**src/rtl/pacman_pkg.sv**
```systemverilog
// Shared Pac-Man definitions: direction encodings, valid-move bit positions and maze geometry.
// Used by pacman_move_ctrl, collision_detect and the ghost controllers.
package pacman_pkg;

    localparam int MAZE_W = 28;
    localparam int X_W    = 6;
    localparam int Y_W    = 5;

    typedef enum logic [1:0] {
        DIR_UP    = 2'd0,
        DIR_DOWN  = 2'd1,
        DIR_LEFT  = 2'd2,
        DIR_RIGHT = 2'd3
    } dir_t;

    // Bit positions in pacman_valid_moves and joy, both packed {up,down,left,right}
    localparam int VM_UP    = 3;
    localparam int VM_DOWN  = 2;
    localparam int VM_LEFT  = 1;
    localparam int VM_RIGHT = 0;

    function automatic logic [1:0] vm_index(input dir_t d);
        logic [1:0] idx;
        case (d)
            DIR_UP:   idx = 2'(VM_UP);
            DIR_DOWN: idx = 2'(VM_DOWN);
            DIR_LEFT: idx = 2'(VM_LEFT);
            default:  idx = 2'(VM_RIGHT);
        endcase
        return idx;
    endfunction

    // Highest-priority pressed direction, up > down > left > right
    function automatic dir_t joy_to_dir(input logic [3:0] joy);
        dir_t d;
        if (joy[VM_UP])
            d = DIR_UP;
        else if (joy[VM_DOWN])
            d = DIR_DOWN;
        else if (joy[VM_LEFT])
            d = DIR_LEFT;
        else
            d = DIR_RIGHT;
        return d;
    endfunction

endpackage

```
**src/rtl/move_tick_gen.sv**
```systemverilog
// Movement tick divider: counts 0..TICK_DIV-1 while enabled, tick marks the last count.
// Shared by the Pac-Man and ghost movers; clr restarts the period.
module move_tick_gen #(
    parameter int TICK_DIV = 12500000
) (
    input  logic clk_100mhz,
    input  logic rst_n,
    input  logic en,
    input  logic clr,
    output logic tick
);

    localparam int CW = (TICK_DIV > 1) ? $clog2(TICK_DIV) : 1;
    localparam logic [CW-1:0] TC = CW'(TICK_DIV - 1);

    logic [CW-1:0] cnt;

    assign tick = en && (cnt == TC);

    always_ff @(posedge clk_100mhz or negedge rst_n) begin
        if (!rst_n)
            cnt <= '0;
        else if (clr)
            cnt <= '0;
        else if (en)
            cnt <= (cnt == TC) ? '0 : cnt + CW'(1);
    end

endmodule

```
**src/rtl/pacman_move_ctrl.sv**
```systemverilog
// Pac-Man movement controller: latches joystick requests, decides turn/continue/stop each tick,
// steps one tile, then waits for collision_detect to settle. Optional PACMAN_TUNNEL_WRAP_EN wraps x.
//
// state     | meaning
// WAIT_TICK | waiting for the movement tick (counter runs while run=1)
// DECIDE    | sample pacman_valid_moves, pick turn / continue / stop
// MOVE      | step one tile in cur_dir, moved=1
// SETTLE    | give collision_detect SETTLE_CYC cycles to recompute
module pacman_move_ctrl
    import pacman_pkg::*;
#(
    parameter int TICK_DIV   = 12500000,
    parameter int SETTLE_CYC = 8,
    parameter int START_X    = 13,
    parameter int START_Y    = 23
) (
    input  logic           clk_100mhz,
    input  logic           rst_n,
    input  logic           run,
    input  logic           restart,
    input  logic [3:0]     joy,
    input  logic [3:0]     pacman_valid_moves,
    output logic [X_W-1:0] pacman_x,
    output logic [Y_W-1:0] pacman_y,
    output logic [1:0]     cur_dir,
    output logic           moving,
    output logic           moved
);

    typedef enum logic [1:0] {
        ST_WAIT_TICK,
        ST_DECIDE,
        ST_MOVE,
        ST_SETTLE
    } move_state_t;

    localparam int SCW = (SETTLE_CYC > 1) ? $clog2(SETTLE_CYC) : 1;
    localparam logic [X_W-1:0] X_START = X_W'(START_X);
    localparam logic [Y_W-1:0] Y_START = Y_W'(START_Y);
    localparam logic [X_W-1:0] X_LAST  = X_W'(MAZE_W - 1);

    move_state_t    state, state_nxt;
    dir_t           dir_q, dir_nxt;
    dir_t           req_dir_q, req_dir_nxt;
    logic           req_pend_q, req_pend_nxt;
    logic           moving_q, moving_nxt;
    logic [X_W-1:0] x_q, x_nxt;
    logic [Y_W-1:0] y_q, y_nxt;
    logic [SCW-1:0] settle_q, settle_nxt;
    logic           tick;

    move_tick_gen #(
        .TICK_DIV(TICK_DIV)
    ) u_tick (
        .clk_100mhz(clk_100mhz),
        .rst_n     (rst_n),
        .en        (run && (state == ST_WAIT_TICK)),
        .clr       (restart),
        .tick      (tick)
    );

    function automatic logic dir_open(input dir_t d, input logic [3:0] vm, input logic [X_W-1:0] x);
        logic ok;
        ok = vm[vm_index(d)];
`ifdef PACMAN_TUNNEL_WRAP_EN
        // Edge columns are tunnels: trust collision_detect there too
`else
        if ((d == DIR_LEFT && x == '0) || (d == DIR_RIGHT && x == X_LAST))
            ok = 1'b0;
`endif
        return ok;
    endfunction

    always_comb begin
        state_nxt    = state;
        dir_nxt      = dir_q;
        req_dir_nxt  = req_dir_q;
        req_pend_nxt = req_pend_q;
        moving_nxt   = moving_q;
        x_nxt        = x_q;
        y_nxt        = y_q;
        settle_nxt   = settle_q;

        case (state)
            ST_WAIT_TICK: begin
                if (tick)
                    state_nxt = ST_DECIDE;
            end
            ST_DECIDE: begin
                if (req_pend_q && dir_open(req_dir_q, pacman_valid_moves, x_q)) begin
                    dir_nxt      = req_dir_q;
                    req_pend_nxt = 1'b0;
                    moving_nxt   = 1'b1;
                    state_nxt    = ST_MOVE;
                end else if (moving_q && dir_open(dir_q, pacman_valid_moves, x_q)) begin
                    state_nxt = ST_MOVE;
                end else begin
                    moving_nxt = 1'b0;
                    state_nxt  = ST_WAIT_TICK;
                end
            end
            ST_MOVE: begin
                case (dir_q)
                    DIR_UP:   y_nxt = y_q - Y_W'(1);
                    DIR_DOWN: y_nxt = y_q + Y_W'(1);
                    DIR_LEFT: begin
`ifdef PACMAN_TUNNEL_WRAP_EN
                        x_nxt = (x_q == '0) ? X_LAST : x_q - X_W'(1);
`else
                        x_nxt = x_q - X_W'(1);
`endif
                    end
                    default: begin
`ifdef PACMAN_TUNNEL_WRAP_EN
                        x_nxt = (x_q == X_LAST) ? '0 : x_q + X_W'(1);
`else
                        x_nxt = x_q + X_W'(1);
`endif
                    end
                endcase
                settle_nxt = SCW'(SETTLE_CYC - 1);
                state_nxt  = ST_SETTLE;
            end
            default: begin
                if (run) begin
                    if (settle_q == '0)
                        state_nxt = ST_WAIT_TICK;
                    else
                        settle_nxt = settle_q - SCW'(1);
                end
            end
        endcase

        // A press in the DECIDE cycle wins over the consume, so the newest request survives
        if (joy != 4'b0000) begin
            req_dir_nxt  = joy_to_dir(joy);
            req_pend_nxt = 1'b1;
        end

        if (restart) begin
            state_nxt    = ST_WAIT_TICK;
            dir_nxt      = DIR_LEFT;
            req_dir_nxt  = DIR_UP;
            req_pend_nxt = 1'b0;
            moving_nxt   = 1'b0;
            x_nxt        = X_START;
            y_nxt        = Y_START;
            settle_nxt   = '0;
        end
    end

    always_ff @(posedge clk_100mhz or negedge rst_n) begin
        if (!rst_n) begin
            state      <= ST_WAIT_TICK;
            dir_q      <= DIR_LEFT;
            req_dir_q  <= DIR_UP;
            req_pend_q <= 1'b0;
            moving_q   <= 1'b0;
            x_q        <= X_START;
            y_q        <= Y_START;
            settle_q   <= '0;
        end else begin
            state      <= state_nxt;
            dir_q      <= dir_nxt;
            req_dir_q  <= req_dir_nxt;
            req_pend_q <= req_pend_nxt;
            moving_q   <= moving_nxt;
            x_q        <= x_nxt;
            y_q        <= y_nxt;
            settle_q   <= settle_nxt;
        end
    end

    assign pacman_x = x_q;
    assign pacman_y = y_q;
    assign cur_dir  = dir_q;
    assign moving   = moving_q;
    assign moved    = (state == ST_MOVE);

endmodule

```
**config.mk**
```make
export PLATFORM = sky130hd
export DESIGN_NAME = pacman_move_ctrl
export DESIGN_NICKNAME = d
export VERILOG_FILES = /design/src/rtl/pacman_pkg.sv /design/src/rtl/move_tick_gen.sv /design/src/rtl/pacman_move_ctrl.sv
export SDC_FILE = /design/constraint.sdc
export NUM_CORES = 1
export LEC_CHECK = 0
export BUFFER_PORTS_ARGS = -buffer_cell sky130_fd_sc_hd__buf_4
export CELL_PAD_IN_SITES_DETAIL_PLACEMENT = 1
export CELL_PAD_IN_SITES_GLOBAL_PLACEMENT = 1
export CORE_MARGIN = 4
export CORE_UTILIZATION = 35
export DETAILED_ROUTE_END_ITERATION = 10
export MAX_ROUTING_LAYER = met4
export PLACE_DENSITY = 0.65
export SETUP_SLACK_MARGIN = 0.05
export SYNTH_ARGS = -nofsm -noshare
export SYNTH_HDL_FRONTEND = slang
export SYNTH_SLANG_ARGS = --single-unit
```
**constraint.sdc**
```tcl
create_clock -name clk_100mhz -period 2.8 [get_ports clk_100mhz]
set_input_delay 0.28 -clock clk_100mhz [delete_from_list [all_inputs] [get_ports clk_100mhz]]
set_output_delay 0.28 -clock clk_100mhz [all_outputs]
set_load 0.02 [all_outputs]
```
==> flow_summary.json <==
{
  "leakage_nw": 1.332,
  "slew_viol_final": 0,
  "grt_overflow_total": 0,
  "relSlewSlack_pct": 48.50,
  "wire_per_inst_um": 16.56,
  "cts_tree": "built",
  "post_cts_buffers": 0,
  "numCtsBuffers": 5,
  "grt_pass1_vias": 2546,
  "fmaxAchievable_mhz": 420.3,
  "critPathLaunchType": "flop",
  "grt_first_pass_wirelength_mm": 12.85,
  "final_cells": 438,
  "critPathMaxStageDelay_ps": 630,
  "cts-root-buf": "clkbuf_8",
  "worstPathBufferInverterCount": 2,
  "synth-main-ff-cell": "dfrtp_1",
  "antenna_found_initial": 0,
  "rr_startpoint": "cur_dir[1]",
  "drt_wl_total_mm": 7.254,
  "critPathCaptureType": "flop",
  "die_x_um": 97.59,
  "fin_tns_setup_ps": 0,
  "post-place-cells": 430,
  "synth_top_area_share_pct": 33.85,
  "r2r_slack_ps": 420,
  "critPathArrivalTime_ps": 2610,
  "coreArea_um2": 7767,
  "synth_area_leaders": "dfrtp_1 34%, dfstp_2 7.5%, xnor2_1 4.7%",
  "maxCapViolCount": 0,
  "drive_above_1_share_pct": 17.26,
  "cts_buffer_depth": 2,
  "grt_util_all_layers_pct": 16.73,
  "setup_violations": 0,
  "vdd_drop_max_v": 0.0001810,
  "p_per_area_nw_per_um2": 372.0,
  "n_antenna_cell": 0,
  "finish.utilization_pct": 41.16,
  "period_share_pct": 84.98,
  "cpMostUsedCell": "nor2b_1",
  "critical-path-top-delay-family": "simple AND/OR/NAND/NOR gates",
  "place_congestion": 0.8071,
  "yosys_warnings": 0,
  "hold_class": "in2async",
  "synthArstFlopShare_pct": 100.0,
  "ioPinCount": 27,
  "drc_errors": 0,
  "route.vias.total": 2385,
  "netlist_area_um2": 2809,
  "critPathKind": "reg2reg",
  "rows": 32,
  "critPathMaxFanout": 10,
  "start_util_pct": 36.16,
  "syn_to_final_growth_pct": 13.81,
  "path_clk_slew_ps": 90,
  "fin_crit_ps": 2379,
  "path_cells": "nor2b_1, buf_4, inv_1, fa_1, nor2b_1, o21a_1, nor3_1, or3b_2, a21oi_1",
  "nets": 359,
  "fin_worst_skew_ps": 4.717,
  "cts.sinks": 46,
  "synth_fp_nets": 334,
  "first_pass_iters": 4,
  "via_per_inst": 5.445,
  "h-tree-depth": 2,
  "finalHoldViolCount": 14,
  "required_ps": 3030,
  "ys_seq_area_share_pct": 41.34,
  "cts_resized": 0,
  "timing.rr.end": "pacman_x[4]",
  "place_hpwl_mm": 5.113,
  "netlist_instances": 310,
  "r2r_cells": 9,
  "drt_iter0_markers": 65,
  "synthDistinctLibCells": 57,
  "crit_path_top_delay_cell": "dfstp_2",
  "yosysTopAreaCell": "dfrtp_1",
  "ys_ff_latch": 46,
  "die_area_um2": 9523,
  "portBuffers": 26,
  "ant_nets": 0,
  "grt_max_degree": 47,
  "clock_latency_ps": 300,
  "rsz0062_at_grt": "no",
  "cts_hold_buf": 0,
  "synth_edf_count": 0,
  "violations": "hold timing",
  "avgSynthCellArea_um2": 9.061,
  "die_h_um": 97.59,
  "outcome": "finished, violations left",
  "tightest_slew_ps": 767.4,
  "hold-worst-slack_ps": -28.85
}
==> cell usage after synthesis (all sizes together) (3+ instances only) <==
library cell / n
nor4: 6
nand4: 7
clkbuf: 7
dfrtp: 38
and4: 4
buf: 7
o21ai: 13
dfstp: 8
or4: 5
xnor2: 15
a21o: 3
nand3: 8
o31ai: 5
ha: 10
a31o: 3
nand2: 30
xor2: 6
nand3b: 4
inv: 14
nor3: 11
nor2b: 5
nor2: 33
a21oi: 22
or3: 9
and3: 3
==> metal layers <==
metal | part of all wire (%) | wire length (um) | vias up | GRT usage, %
met5 | 0 | 0 | - | -
met4 | 0.87 | 63 | 0 | 3.621
met3 | 2.5 | 180 | 4 | 3.087
met2 | 45 | 3283 | 33 | 25.46
met1 | 51 | 3727 | 1178 | 23.33
li1 | - | - | 1170 | -
==> power by group <==
part / total, mW / switching, mW / internal [mW]
Combinational: 0.0774 / 0.0493 / 0.0281
Sequential: 0.681 / 0.00925 / 0.672
Clock: 0.431 / 0.231 / 0.200
Total: 1.19 / 0.289 / 0.900
==> cell families (layout without fill, tap and decap cells) <==
kind of cell	after synthesis	count (layout)	synth area share [%]
xor gates and xnor gates	21	21	6.548
and+or+nand+nor	137	137	26.46
adders and majority gates	12	12	5.880
muxes	3	3	1.158
AOI/OAI and AO/OA	63	63	14.21
buffers and inverters	28	54	4.409
DFF	46	46	41.34
==> layout by cell type (no fill, tap or decap), types with 3 or more instances in the layout <==
master,count
o21ai_0,12
nor2b_1,5
xor2_1,6
nand2_1,30
nor2_1,33
ha_1,10
a21o_1,3
xnor2_1,15
or3_1,9
nand3_1,8
nor4_1,5
and3_1,3
o31ai_1,5
nor3_1,11
buf_4,32
or4_1,5
and4_1,3
dfrtp_1,38
nand3b_1,4
nand4_1,6
inv_1,14
clkbuf_8,6
dfstp_2,8
a21oi_1,22
==> stage by stage <==
stage / hold slack (ps) / area [um2] / total power [mW] / setup slack, ps
floorplan: -15.59 / 2809 / 0.7279 / 259.3
global placement: 340.7 / 3105 / 0.7716 / 509.7
detailed placement: 338.5 / 3105 / 0.7730 / 439.2
CTS: 2.615 / 3197 / 1.215 / 420.0
global route: 30.35 / 3197 / 1.255 / 240.0
finish: -28.85 / 3197 / 1.189 / 420.6
==> sequential cells by signal (all words and copies together) (netlist names) <==
register and flops:
settle_q 3, req_pend_q 1, pacman_x 6, req_dir_q 2, cur_dir 2, moving 1
state 2, u_tick.cnt 24, pacman_y 5
==> worst max-delay path by stage <==
stage,start,to,slack [ps],cells after the start
after detailed placement,cur_dir[1],pacman_x[4],440,9
after global routing,cur_dir[1],pacman_x[4],240,9
after floorplan,cur_dir[1],pacman_x[4],260,9
after CTS,cur_dir[1],pacman_x[4],420,9
after global placement,cur_dir[1],pacman_x[4],510,9
final,cur_dir[1],pacman_x[4],420,9
==> final cells by class <==
type / count / area (um2)
multi-input combinational: 236 / 1524
timing repair buffer: 32 / 240.2
inverter: 14 / 52.55
clock inverter: 1 / 5.005
tap: 102 / 127.6
fill: 930 / 4571
clock buffer: 7 / 86.33
sequential: 46 / 1161
No activity file was read; power rests on OpenSTA's default activity.
